==> src/rtl/mips_pkg.sv <==
// rtl/mips_pkg.sv - shared types and latency defaults for the multiply write-back scheduler
package mips_pkg;

    localparam int REG_ADDR_W      = 5;
    localparam int MULT_WB_LAT_DEF = 5;
    localparam int ALU_WB_LAT_DEF  = 3;

    typedef struct packed {
        logic                  valid;
        logic                  is_mult;
        logic [REG_ADDR_W-1:0] dest;
    } wb_slot_t;

    function automatic wb_slot_t make_slot(input logic is_mult, input logic [REG_ADDR_W-1:0] dest);
        wb_slot_t s;
        s.valid   = 1'b1;
        s.is_mult = is_mult;
        s.dest    = dest;
        return s;
    endfunction

endpackage

==> src/rtl/mips_wb_slot_table.sv <==
// rtl/mips_wb_slot_table.sv - write-port reservation shift register with top and mid insert
module mips_wb_slot_table
    import mips_pkg::*;
#(
    parameter int DEPTH = 5,
    parameter int MID   = 2
) (
    input  logic                  clk,
    input  logic                  rst,
    input  logic                  top_wr,
    input  wb_slot_t              top_entry,
    input  logic                  mid_wr,
    input  wb_slot_t              mid_entry,
    output wb_slot_t [DEPTH-1:0]  slots
);

    wb_slot_t [DEPTH-1:0] slots_q;
    wb_slot_t [DEPTH-1:0] slots_d;

    // Register k holds what writes k cycles from now; the insert lands one slot below the
    // logical reservation slot because the shift happens on the same edge.
    always_comb begin
        slots_d = '0;
        for (int k = 0; k < DEPTH - 1; k++) begin
            slots_d[k] = slots_q[k+1];
        end
        slots_d[DEPTH-1] = top_wr ? top_entry : '0;
        if (mid_wr) begin
            slots_d[MID] = mid_entry;
        end
    end

    always_ff @(posedge clk or negedge rst) begin
        if (!rst) begin
            slots_q <= '0;
        end else begin
            slots_q <= slots_d;
        end
    end

    assign slots = slots_q;

endmodule

==> src/rtl/mips_mult_wb_scheduler.sv <==
// rtl/mips_mult_wb_scheduler.sv - issue-time hazard check and write-port ownership for the multiplier
module mips_mult_wb_scheduler
    import mips_pkg::*;
#(
    parameter int MULT_WB_LAT = MULT_WB_LAT_DEF,
    parameter int ALU_WB_LAT  = ALU_WB_LAT_DEF
) (
    input  logic                  clk,
    input  logic                  rst,
    input  logic                  issue_valid_D,
    input  logic                  mult_start_D,
    input  logic                  reg_write_D,
    input  logic [REG_ADDR_W-1:0] dest_D,
    input  logic [REG_ADDR_W-1:0] src_a_D,
    input  logic [REG_ADDR_W-1:0] src_b_D,
    input  logic                  flush_D,
    output logic                  stall_D,
    output logic                  wb_valid_W,
    output logic                  wb_is_mult_W,
    output logic [REG_ADDR_W-1:0] wb_dest_W,
    output logic [2:0]            mult_inflight,
    output logic                  hazard_raw,
    output logic                  hazard_waw,
    output logic                  hazard_port
);

    wb_slot_t [MULT_WB_LAT-1:0] slots;

    logic       mult_cand;
    logic       alu_cand;
    logic       raw_hit;
    logic       waw_hit;
    logic       port_hit;
    logic       stall;
    logic       mult_issue;
    logic       alu_issue;
    logic       mult_retire;
    logic [2:0] inflight_d;
    logic [2:0] inflight_q;

    assign mult_cand = mult_start_D & (dest_D != '0);
    assign alu_cand  = ~mult_start_D & reg_write_D & (dest_D != '0);

    // The logical top slot is always empty in the registers, so scanning 1..LAT-1 covers
    // every in-flight multiply except the one writing this cycle (regfile is write-first).
    always_comb begin
        raw_hit = 1'b0;
        waw_hit = 1'b0;
        for (int k = 1; k < MULT_WB_LAT; k++) begin
            if (slots[k].valid && slots[k].is_mult) begin
                if ((src_a_D != '0 && src_a_D == slots[k].dest) ||
                    (src_b_D != '0 && src_b_D == slots[k].dest)) begin
                    raw_hit = 1'b1;
                end
                if (k > ALU_WB_LAT && alu_cand && dest_D == slots[k].dest) begin
                    waw_hit = 1'b1;
                end
            end
        end
        port_hit = alu_cand & slots[ALU_WB_LAT].valid;
    end

    assign hazard_raw  = rst & issue_valid_D & raw_hit;
    assign hazard_waw  = rst & issue_valid_D & waw_hit;
    assign hazard_port = rst & issue_valid_D & port_hit;

    assign stall   = issue_valid_D & ~flush_D & (raw_hit | waw_hit | port_hit);
    assign stall_D = rst & stall;

    assign mult_issue  = issue_valid_D & ~flush_D & ~stall & mult_cand;
    assign alu_issue   = issue_valid_D & ~flush_D & ~stall & alu_cand;
    assign mult_retire = slots[0].valid & slots[0].is_mult;

    mips_wb_slot_table #(
        .DEPTH (MULT_WB_LAT),
        .MID   (ALU_WB_LAT - 1)
    ) u_slot_table (
        .clk       (clk),
        .rst       (rst),
        .top_wr    (mult_issue),
        .top_entry (make_slot(1'b1, dest_D)),
        .mid_wr    (alu_issue),
        .mid_entry (make_slot(1'b0, dest_D)),
        .slots     (slots)
    );

    always_comb begin
        inflight_d = inflight_q + {2'b00, mult_issue} - {2'b00, mult_retire};
    end

    always_ff @(posedge clk or negedge rst) begin
        if (!rst) begin
            inflight_q <= '0;
        end else begin
            inflight_q <= inflight_d;
        end
    end

    assign mult_inflight = inflight_q;
    assign wb_valid_W    = rst & slots[0].valid;
    assign wb_is_mult_W  = rst & slots[0].is_mult;
    assign wb_dest_W     = rst ? slots[0].dest : '0;

endmodule

==> config.mk <==
export PLATFORM = sky130hd
export DESIGN_NAME = mips_mult_wb_scheduler
export DESIGN_NICKNAME = d
export VERILOG_FILES = /design/src/rtl/mips_pkg.sv /design/src/rtl/mips_wb_slot_table.sv /design/src/rtl/mips_mult_wb_scheduler.sv
export SDC_FILE = /design/constraint.sdc
export NUM_CORES = 1
export LEC_CHECK = 0
export ABC_CLOCK_PERIOD_IN_PS = 5990
export CAP_MARGIN = 20
export CORE_MARGIN = 4
export CORE_UTILIZATION = 55
export DETAILED_ROUTE_END_ITERATION = 12
export PLACE_DENSITY = 0.87
export SLEW_MARGIN = 5
export SYNTH_ARGS = -nofsm -noshare
export SYNTH_HDL_FRONTEND = slang
export SYNTH_SLANG_ARGS = --single-unit
==> constraint.sdc <==
create_clock -name clk -period 5.99 [get_ports clk]
set_clock_uncertainty 0.2 [all_clocks]
set_input_delay 1.198 -clock clk [delete_from_list [all_inputs] [get_ports clk]]
set_output_delay 1.198 -clock clk [all_outputs]
set_load 0.03 [all_outputs]
==> results of run 1 <==
[synth_stat cells, types with 2 or more instances]
master and count:
nand3_1 9, mux2_2 5, nor3_1 2, buf_2 3, inv_1 4, nor2_2 2, ha_1 2, dfrtp_1 36
nand2_1 4, or4_4 2, nor4_1 9, clkbuf_1 6, xnor2_1 27, xor2_1 20, and2_1 13, o21ai_0 2
o211ai_1 2, nor2_1 4, buf_6 2
[state kept, by name (all words and copies together), names as in the netlist]
register / flops
u_slot_table.slots: 33
mult_inflight: 3
[per-stage QoR]
step,setup slack [ps],hold WS (ps)
4_1_cts,695,188
2_1_floorplan,1630,154
5_1_grt,552,207
3_5_place_dp,736,165
6_report,707,186
3_3_place_gp,736,166
[cell type report]
class	count	area share
clock buffers	5	0.0165
multi-input cells	113	0.387
flip-flops and latches	36	0.396
well taps	44	0.0242
repair buffers	35	0.151
inverters	4	0.00660
clock inverters	3	0.0187
[critical path, delay by kind of cell]
family | cells | cell delay [ps]
compound gates | 1 | 230
buf+inv | 2 | 1140
simple gates | 5 | 1310
[logic make-up after synthesis]
family,Yosys count,synth area share
AOI/OAI and AO/OA,4,0.0135
xor gates and xnor gates,47,0.222
adders and majority gates,3,0.0243
buffers and inverters,15,0.0405
DFF,36,0.486
muxes,5,0.0303
and+or+nand+nor,54,0.184
[per-layer routing]
metal	part of all wire	wire length [um]	global-route usage	vias up
met1	0.45	1670	0.264	616
li1	-	-	-	605
met5	0	0	0	-
met2	0.48	1810	0.327	39
met3	0.044	165	0.0578	11
met4	0.025	92	0.0838	0
[placed cells by master, fill, tap and decap left out, types with 2 or more instances in the layout]
| master | count |
|---|---|
| nor3_1 | 2 |
| nor2_2 | 2 |
| ha_1 | 2 |
| mux2_2 | 5 |
| o211ai_1 | 2 |
| inv_1 | 4 |
| clkdlybuf4s50_1 | 33 |
| and2_1 | 13 |
| xor2_1 | 20 |
| nand3_1 | 9 |
| xnor2_1 | 27 |
| nor2_1 | 4 |
| nand2_1 | 4 |
| clkbuf_4 | 5 |
| o21ai_0 | 2 |
| dfrtp_1 | 36 |
| nor4_1 | 9 |
| or4_4 | 2 |
[worst max path at each step]
| stage | startpoint | end | slack (ps) | cells after the start |
|---|---|---|---|---|
| after global placement | src_b_D[1] | stall_D | 740 | 9 |
| final | src_b_D[1] | hazard_raw | 710 | 8 |
| after detailed placement | src_b_D[1] | hazard_raw | 740 | 8 |
| after CTS | src_b_D[1] | hazard_raw | 690 | 8 |
| after global routing | src_a_D[3] | stall_D | 550 | 9 |
| after floorplan | src_a_D[0] | stall_D | 1630 | 8 |
[where the power goes]
group | switching, uW | internal [uW] | leakage [uW]
registers | 16.5 | 263 | 0.000485
logic | 68.3 | 65.4 | 0.000460
clock network | 80.2 | 87.0 | 0.0000412
total | 165 | 415 | 0.000986
==> tab_implementation.tex, run 1 <==
\begin{tabular}{lr}
\hline
Metric & Value \\
\hline
\multicolumn{2}{l}{\textbf{Critical path}} \\
CP Data Arrival Time & 3890 ps \\
Kind of capture point of the worst setup path & output pin \\
Endpoint of the most critical register-to-register path & mult\_inflight[2] \\
Startpoint kind of the worst setup timing path & input pin \\
Highest cell delay on the worst timing path & 600 ps \\
Reg-to-reg startpoint & u\_slot\_table.slots[32] \\
Worst setup slack for register-to-register paths & 2950 ps \\
R2R depth & 13 \\
Library cell appearing most often on the critical path & clkdlybuf4s50\_1 \\
Cell breakdown of the critical path & clkdlybuf4s50\_1 > or4\_4 > nor2\_2 > nor4\_1 > o211ai\_1 > nand4\_2 > nor2b\_1 > clkdlybuf4s50\_1 \\
Largest driver fanout on the critical path & 5 \\
CP Data Required Time & 4590 ps \\
Crit Path Class & input pin to output pin \\
Critical Path Slowest Stage Cell & clkdlybuf4s50\_1 \\
\multicolumn{2}{l}{\textbf{Detailed routing}} \\
Via count & 1,271 \\
Number of search-and-repair iterations in the first detailed-routing pass & 4 \\
Remaining antenna violation count & 0 \\
Drc violations & 0 \\
Total wire length & 3740 um \\
Number of DRC markers after the initial detailed-route iteration & 28 \\
Wire length per cell & 15.6 um \\
Number of vias per cell & 5.30 \\
\multicolumn{2}{l}{\textbf{Yosys}} \\
Post-synth EDFFs & 0 \\
Synth Warn \# & 0 \\
Synthesized Nets & 188 \\
Cell types occupying the most area after synthesis & dfrtp\_1, xnor2\_1, xor2\_1 \\
Total of flip-flops plus latches after synthesis & 36 \\
Post-Synthesis Cells & 164 \\
Proportion of synthesized flip-flops having asynchronous set or reset & 1.00 \\
Number of distinct library cell variants in the gate-level netlist after synthesis & 29 \\
Leading area contributor after synthesis & dfrtp\_1 \\
Main flop type after synthesis & dfrtp\_1 \\
Total standard cell area after synthesis & 1860 um\^{}2 \\
Share of synthesized area occupied by flip-flops and latches & 0.486 \\
Fraction of post-synthesis cell area in the top cell type by area & 0.486 \\
Per-instance average area after synthesis & 11.3 um\^{}2 \\
\multicolumn{2}{l}{\textbf{Finish}} \\
Utilization after layout & 0.727 \\
Count of nets after finishing & 219 \\
Fill cells & 230 \\
Area grow syn2layout & 22.5\% \\
Share of final-layout standard cells stronger than drive strength 1 & 0.117 \\
Area used by sequential logic in the layout & 901 um\^{}2 \\
Post-route insts no fill & 240 \\
Total area of multi-input combinational cells & 880 um\^{}2 \\
Final design area excluding fillers & 2270 um\^{}2 \\
Inserted Diodes & 0 \\
\multicolumn{2}{l}{\textbf{Placement}} \\
Dpl hpwl & 2930 um \\
Final estimated routing congestion in global placement & 0.865 \\
Cell count after placement & 232 \\
Placed Instance Area & 2190 um\^{}2 \\
Total of buffers placed on input and output ports & 34 \\
\multicolumn{2}{l}{\textbf{Clock network}} \\
TritonCTS buffer count & 5 \\
Source-to-sink clock delay at the later pin of the worst-skew pair & 340 ps \\
Post-cts hold buffer count & 0 \\
Maximum clock path buffer count & 2 \\
Clock root buffer & clkbuf\_4 \\
Gates resized, CTS repair & 0 \\
Total clock sinks & 36 \\
Count of H-tree levels built during CTS & 2 \\
Setup bufs post-CTS & 0 \\
Clock transition at the registers of the reported paths & 110 ps \\
CTS tree & done \\
\multicolumn{2}{l}{\textbf{Timing}} \\
Worst slew margin relative to its limit & 0.630 \\
Portion of the clock cycle consumed by the worst path in the final layout & 0.882 \\
Max-slew violations & 0 \\
Number of endpoints with negative hold slack in the final report & 0 \\
Worst slew pin tran & 555 ps \\
Setup-violating endpoint count in the final report & 0 \\
Setup TNS & 0 ps \\
Setup repair after global routing missed its margin & no \\
Top achievable clock speed & 189 MHz \\
Final min period & 5280 ps \\
\multicolumn{2}{l}{\textbf{Worst hold path}} \\
Worst Min Path Start & u\_slot\_table.slots[13] \\
Hold Crit Class & register to register \\
Number of stages on the worst hold path & 0 \\
Hold Crit Endpoint & u\_slot\_table.slots[6] \\
\multicolumn{2}{l}{\textbf{Global routing}} \\
Initial antenna violation count & 0 \\
GRT Overall Usage & 0.206 \\
Global-route wire length before repair & 6620 um \\
Congestion Overflow GR & 0 \\
Pin count of the biggest net entering global routing & 30 \\
Via count of the first global-routing pass & 1,406 \\
\multicolumn{2}{l}{\textbf{Outcome}} \\
Result of the run & complete, no violations \\
\multicolumn{2}{l}{\textbf{Floorplan}} \\
Full die area & 4370 um\^{}2 \\
Width of the chip & 66.1 um \\
Cell Rows & 20 \\
Die Y & 66.1 um \\
Effective utilization at floorplan & 0.593 \\
I/O pin total & 35 \\
Core box area & 3130 um\^{}2 \\
\multicolumn{2}{l}{\textbf{Power and ir drop}} \\
Leak pwr & 0.000986 uW \\
VDD IR max & 0.138 mV \\
Power density over the cells & 255 nW/um\^{}2 \\
Post-layout power & 580 uW \\
\multicolumn{2}{l}{\textbf{Run}} \\
Max-cap violations & 0 \\
\hline
\end{tabular}
No activity file was read; power rests on OpenSTA's default activity.
==> run 2, diff against run 1 <==
--- a/config.mk
+++ b/config.mk
@@ -11,7 +11,6 @@
 export CORE_UTILIZATION = 55
 export DETAILED_ROUTE_END_ITERATION = 12
 export PLACE_DENSITY = 0.87
-export SLEW_MARGIN = 5
 export SYNTH_ARGS = -nofsm -noshare
 export SYNTH_HDL_FRONTEND = slang
 export SYNTH_SLANG_ARGS = --single-unit
==> results of run 2 <==
No change in the layout: final DEF, timing and power equal those of run 1.
==> run 3, diff against run 2 <==
--- a/config.mk
+++ b/config.mk
@@ -7,10 +7,11 @@
 export LEC_CHECK = 0
 export ABC_CLOCK_PERIOD_IN_PS = 5990
 export CAP_MARGIN = 20
-export CORE_MARGIN = 4
-export CORE_UTILIZATION = 55
+export CORE_MARGIN = 2
+export CORE_UTILIZATION = 57
 export DETAILED_ROUTE_END_ITERATION = 12
 export PLACE_DENSITY = 0.87
 export SYNTH_ARGS = -nofsm -noshare
 export SYNTH_HDL_FRONTEND = slang
+export SYNTH_HIERARCHICAL = 1
 export SYNTH_SLANG_ARGS = --single-unit
==> run 3 against run 2 <==
Compared with the run above: first-iteration DRC count is 130% higher; die area decreased by 1.6%; register-to-register slack worse by 360 ps; synthesized area up 16%; largest power group unchanged; fmax is 2.8% higher.
==> tab_implementation.tex, run 3 <==
\begin{tabular}{lr}
\hline
Metric & Value \\
\hline
\multicolumn{2}{l}{\textbf{Global routing}} \\
Global-route wire length before repair & 6210 um (-6.2\%) \\
Via count of the first global-routing pass & 1,361 (-3.2\%) \\
Congestion Overflow GR & 0 (unchanged) \\
Met1 track demand over resource & 0.264 (-0.000336) \\
Global-route layer with the greatest usage & met2 \\
Met3 usage & 0.0616 (+0.00382) \\
Initial antenna violation count & 0 (unchanged) \\
GR met2 Demand/Resource & 0.301 (-0.0261) \\
Pin count of the biggest net entering global routing & 33 (+10\%) \\
GRT Overall Usage & 0.193 (-0.0127) \\
\multicolumn{2}{l}{\textbf{Finish}} \\
Leading cell type in the layout, fill and taps excluded & dfrtp\_1 \\
Final design area excluding fillers & 2470 um\^{}2 (+8.5\%) \\
Share of final-layout standard cells stronger than drive strength 1 & 0.110 (-0.00730) \\
Area grow syn2layout & 14.1\% \\
Commonest cells after routing, fill and taps aside & dfrtp\_1, clkdlybuf4s50\_1, xor2\_1 \\
Count of nets after finishing & 232 (+5.9\%) \\
Max FFs per register & 35 (+6.1\%) \\
Inserted Diodes & 0 (unchanged) \\
\multicolumn{2}{l}{\textbf{Floorplan}} \\
Full die area & 4300 um\^{}2 (-1.6\%) \\
Effective utilization at floorplan & 0.590 (-0.00297) \\
Die Y & 65.6 um (-0.78\%) \\
Width of the chip & 65.6 um (-0.78\%) \\
Core box area & 3660 um\^{}2 (+17\%) \\
Cell Rows & 22 (+10\%) \\
I/O pin total & 35 (unchanged) \\
\multicolumn{2}{l}{\textbf{Critical path}} \\
CP Data Required Time & 4590 ps (about the same) \\
Largest driver fanout on the critical path & 5 (unchanged) \\
Highest cell delay on the worst timing path & 700 ps (+100 ps) \\
Critical Path Slowest Stage Cell & clkdlybuf4s50\_1 \\
Kind of capture point of the worst setup path & output pin \\
Startpoint kind of the worst setup timing path & input pin \\
Cell breakdown of the critical path & clkdlybuf4s50\_1 > xor2\_1 > nor3\_1 > nand4\_1 > a21oi\_1 > nor4\_2 > and3\_2 > nor3\_1 > clkdlybuf4s50\_1 \\
CP Data Arrival Time & 3740 ps (-150 ps) \\
Crit Path Class & input pin to output pin \\
\multicolumn{2}{l}{\textbf{Placement}} \\
Placed Instance Area & 2320 um\^{}2 (+5.9\%) \\
Dpl hpwl & 2700 um (-8.0\%) \\
Total of buffers placed on input and output ports & 34 (unchanged) \\
Final estimated routing congestion in global placement & 0.923 (+6.7\%) \\
\multicolumn{2}{l}{\textbf{Timing}} \\
Final min period & 5140 ps (-146 ps) \\
Setup TNS & 0 ps (unchanged) \\
Top achievable clock speed & 195 MHz (+2.8\%) \\
Number of endpoints with negative hold slack in the final report & 0 (unchanged) \\
Setup-violating endpoint count in the final report & 0 (unchanged) \\
Worst slew margin relative to its limit & 0.508 (-0.122) \\
Worst slew pin tran & 731 ps (+176 ps) \\
Max-slew violations & 0 (unchanged) \\
Portion of the clock cycle consumed by the worst path in the final layout & 0.858 (-0.0244) \\
Setup repair after global routing missed its margin & no \\
\multicolumn{2}{l}{\textbf{Yosys}} \\
Most repeated cell in the gate-level netlist after synthesis & dfrtp\_1 \\
Post-Synthesis Cells & 196 (+20\%) \\
Main flop type after synthesis & dfrtp\_1 \\
Proportion of synthesized flip-flops having asynchronous set or reset & 1.00 (unchanged) \\
Fraction of post-synthesis cell area in the top cell type by area & 0.440 (-0.0454) \\
Post-synth EDFFs & 0 (unchanged) \\
Per-instance average area after synthesis & 11.0 um\^{}2 (-2.6\%) \\
Number of distinct library cell variants in the gate-level netlist after synthesis & 26 (-10\%) \\
Cell types occupying the most area after synthesis & dfrtp\_1, xor2\_1, xnor2\_1 \\
Share of synthesized area occupied by flip-flops and latches & 0.440 (-0.0454) \\
Leading area contributor after synthesis & dfrtp\_1 \\
Synth Warn \# & 6 (+6) \\
Total of flip-flops plus latches after synthesis & 38 (+5.6\%) \\
Total standard cell area after synthesis & 2160 um\^{}2 (+16\%) \\
Most frequent cells after synthesis & dfrtp\_1, buf\_4, xor2\_1 \\
\multicolumn{2}{l}{\textbf{Power and ir drop}} \\
VDD IR max & 0.199 mV (+44\%) \\
Clock group share of total power & 0.383 (+0.095) \\
Net Switching & 170 uW (+3.3\%) \\
Switching portion of total power & 0.247 (-0.0372) \\
Sequential share of power & 0.423 (-0.058) \\
Leak pwr & 0.00109 uW (+11\%) \\
Combinational share of power & 0.193 (-0.038) \\
Internal portion of total power & 519 uW (+25\%) \\
Power density over the cells & 280 nW/um\^{}2 (+9.6\%) \\
\multicolumn{2}{l}{\textbf{Detailed routing}} \\
Number of DRC markers after the initial detailed-route iteration & 64 (+130\%) \\
Drc violations & 0 (unchanged) \\
Via count & 1,309 (+3.0\%) \\
Number of search-and-repair iterations in the first detailed-routing pass & 4 (unchanged) \\
Remaining antenna violation count & 0 (unchanged) \\
Wire length per cell & 13.4 um (-14\%) \\
Number of vias per cell & 5.09 (-3.8\%) \\
Total wire length & 3430 um (-8.1\%) \\
\multicolumn{2}{l}{\textbf{Clock network}} \\
Post-cts hold buffer count & 0 (unchanged) \\
Total clock sinks & 38 (+5.6\%) \\
CTS tree & done \\
TritonCTS buffer count & 5 (unchanged) \\
Clock transition at the registers of the reported paths & 70 ps (-40 ps) \\
Count of H-tree levels built during CTS & 2 (unchanged) \\
Source-to-sink clock delay at the later pin of the worst-skew pair & 280 ps (-60 ps) \\
Clock root buffer & clkbuf\_8 \\
Maximum clock path buffer count & 2 (unchanged) \\
Gates resized, CTS repair & 0 (unchanged) \\
Setup bufs post-CTS & 0 (unchanged) \\
\multicolumn{2}{l}{\textbf{Run}} \\
Max-cap violations & 0 (unchanged) \\
\multicolumn{2}{l}{\textbf{Outcome}} \\
Result of the run & complete, no violations \\
\multicolumn{2}{l}{\textbf{Worst hold path}} \\
Hold Crit Class & register to register \\
\hline
\end{tabular}
run 3: cell type report:
class                   count  area, um^2
fillers                   285        1190
multi-input cells         125         958
flip-flops and latches     38         951
repair buffers             35         343
clock buffers               6        82.6
clock inverters             2        60.1
well taps                  48        60.1
inverters                   3        11.3
run 3: path summary, 6_finish.rpt:
path                                         from                      to  slack, ps  cells past startpoint
min in group asynchronous                     rst  u_slot_table/slots[31]        710                      1
setup reg to reg           u_slot_table/slots[18]        mult_inflight[2]       2590                     14
setup / recovery                       src_a_D[3]                 stall_D        850                      9
hold reg to reg            u_slot_table/slots[33]  u_slot_table/slots[26]        180                      0
hold / removal             u_slot_table/slots[33]  u_slot_table/slots[26]        180                      0
max in group asynchronous                     rst  u_slot_table/slots[14]       4250                      2
run 3: power by group through the flow:
stage                     Clock (uW)  Combinational [uW]  Sequential, uW
final                            264                 133             292
after global routing             284                 147             294
after CTS                        271                 136             292
after detailed placement           0                 135             297
after global placement             0                 132             296
after floorplan                    0                74.9             313
run 3: logic make-up (layout without fill, tap and decap cells):
group	count (synthesis)	in the layout	synth area share
compound gates	4	4	0.00926
simple gates	60	60	0.167
other cells	2	4	0.00348
mux	7	7	0.0486
xor+xnor	47	47	0.191
flops	38	38	0.440
buf+inv	35	46	0.120
fa+ha+maj	3	3	0.0208
run 3: layer usage:
layer,vias up,wire [um]
met5,-,0
met3,2,231
met1,632,1530
met2,37,1650
met4,0,24
li1,638,-
run 3: worst max-delay path, delay by kind of cell:
kind / cells / cell delay [ps]
XOR/XNOR: 1 / 240
buffers and inverters: 2 / 1290
AO/OA/AOI/OAI: 1 / 230
AND/OR/NAND/NOR: 5 / 790
run 3: metrics by stage:
stage	hold slack (ps)	power, uW	util	instances	setup slack (ps)
finish	175	689	0.674	257	853
floorplan	155	388	-	198	1710
global route	189	725	0.674	257	642
global placement	155	428	0.635	249	849
detailed placement	162	432	0.635	249	853
CTS	178	699	0.674	257	831
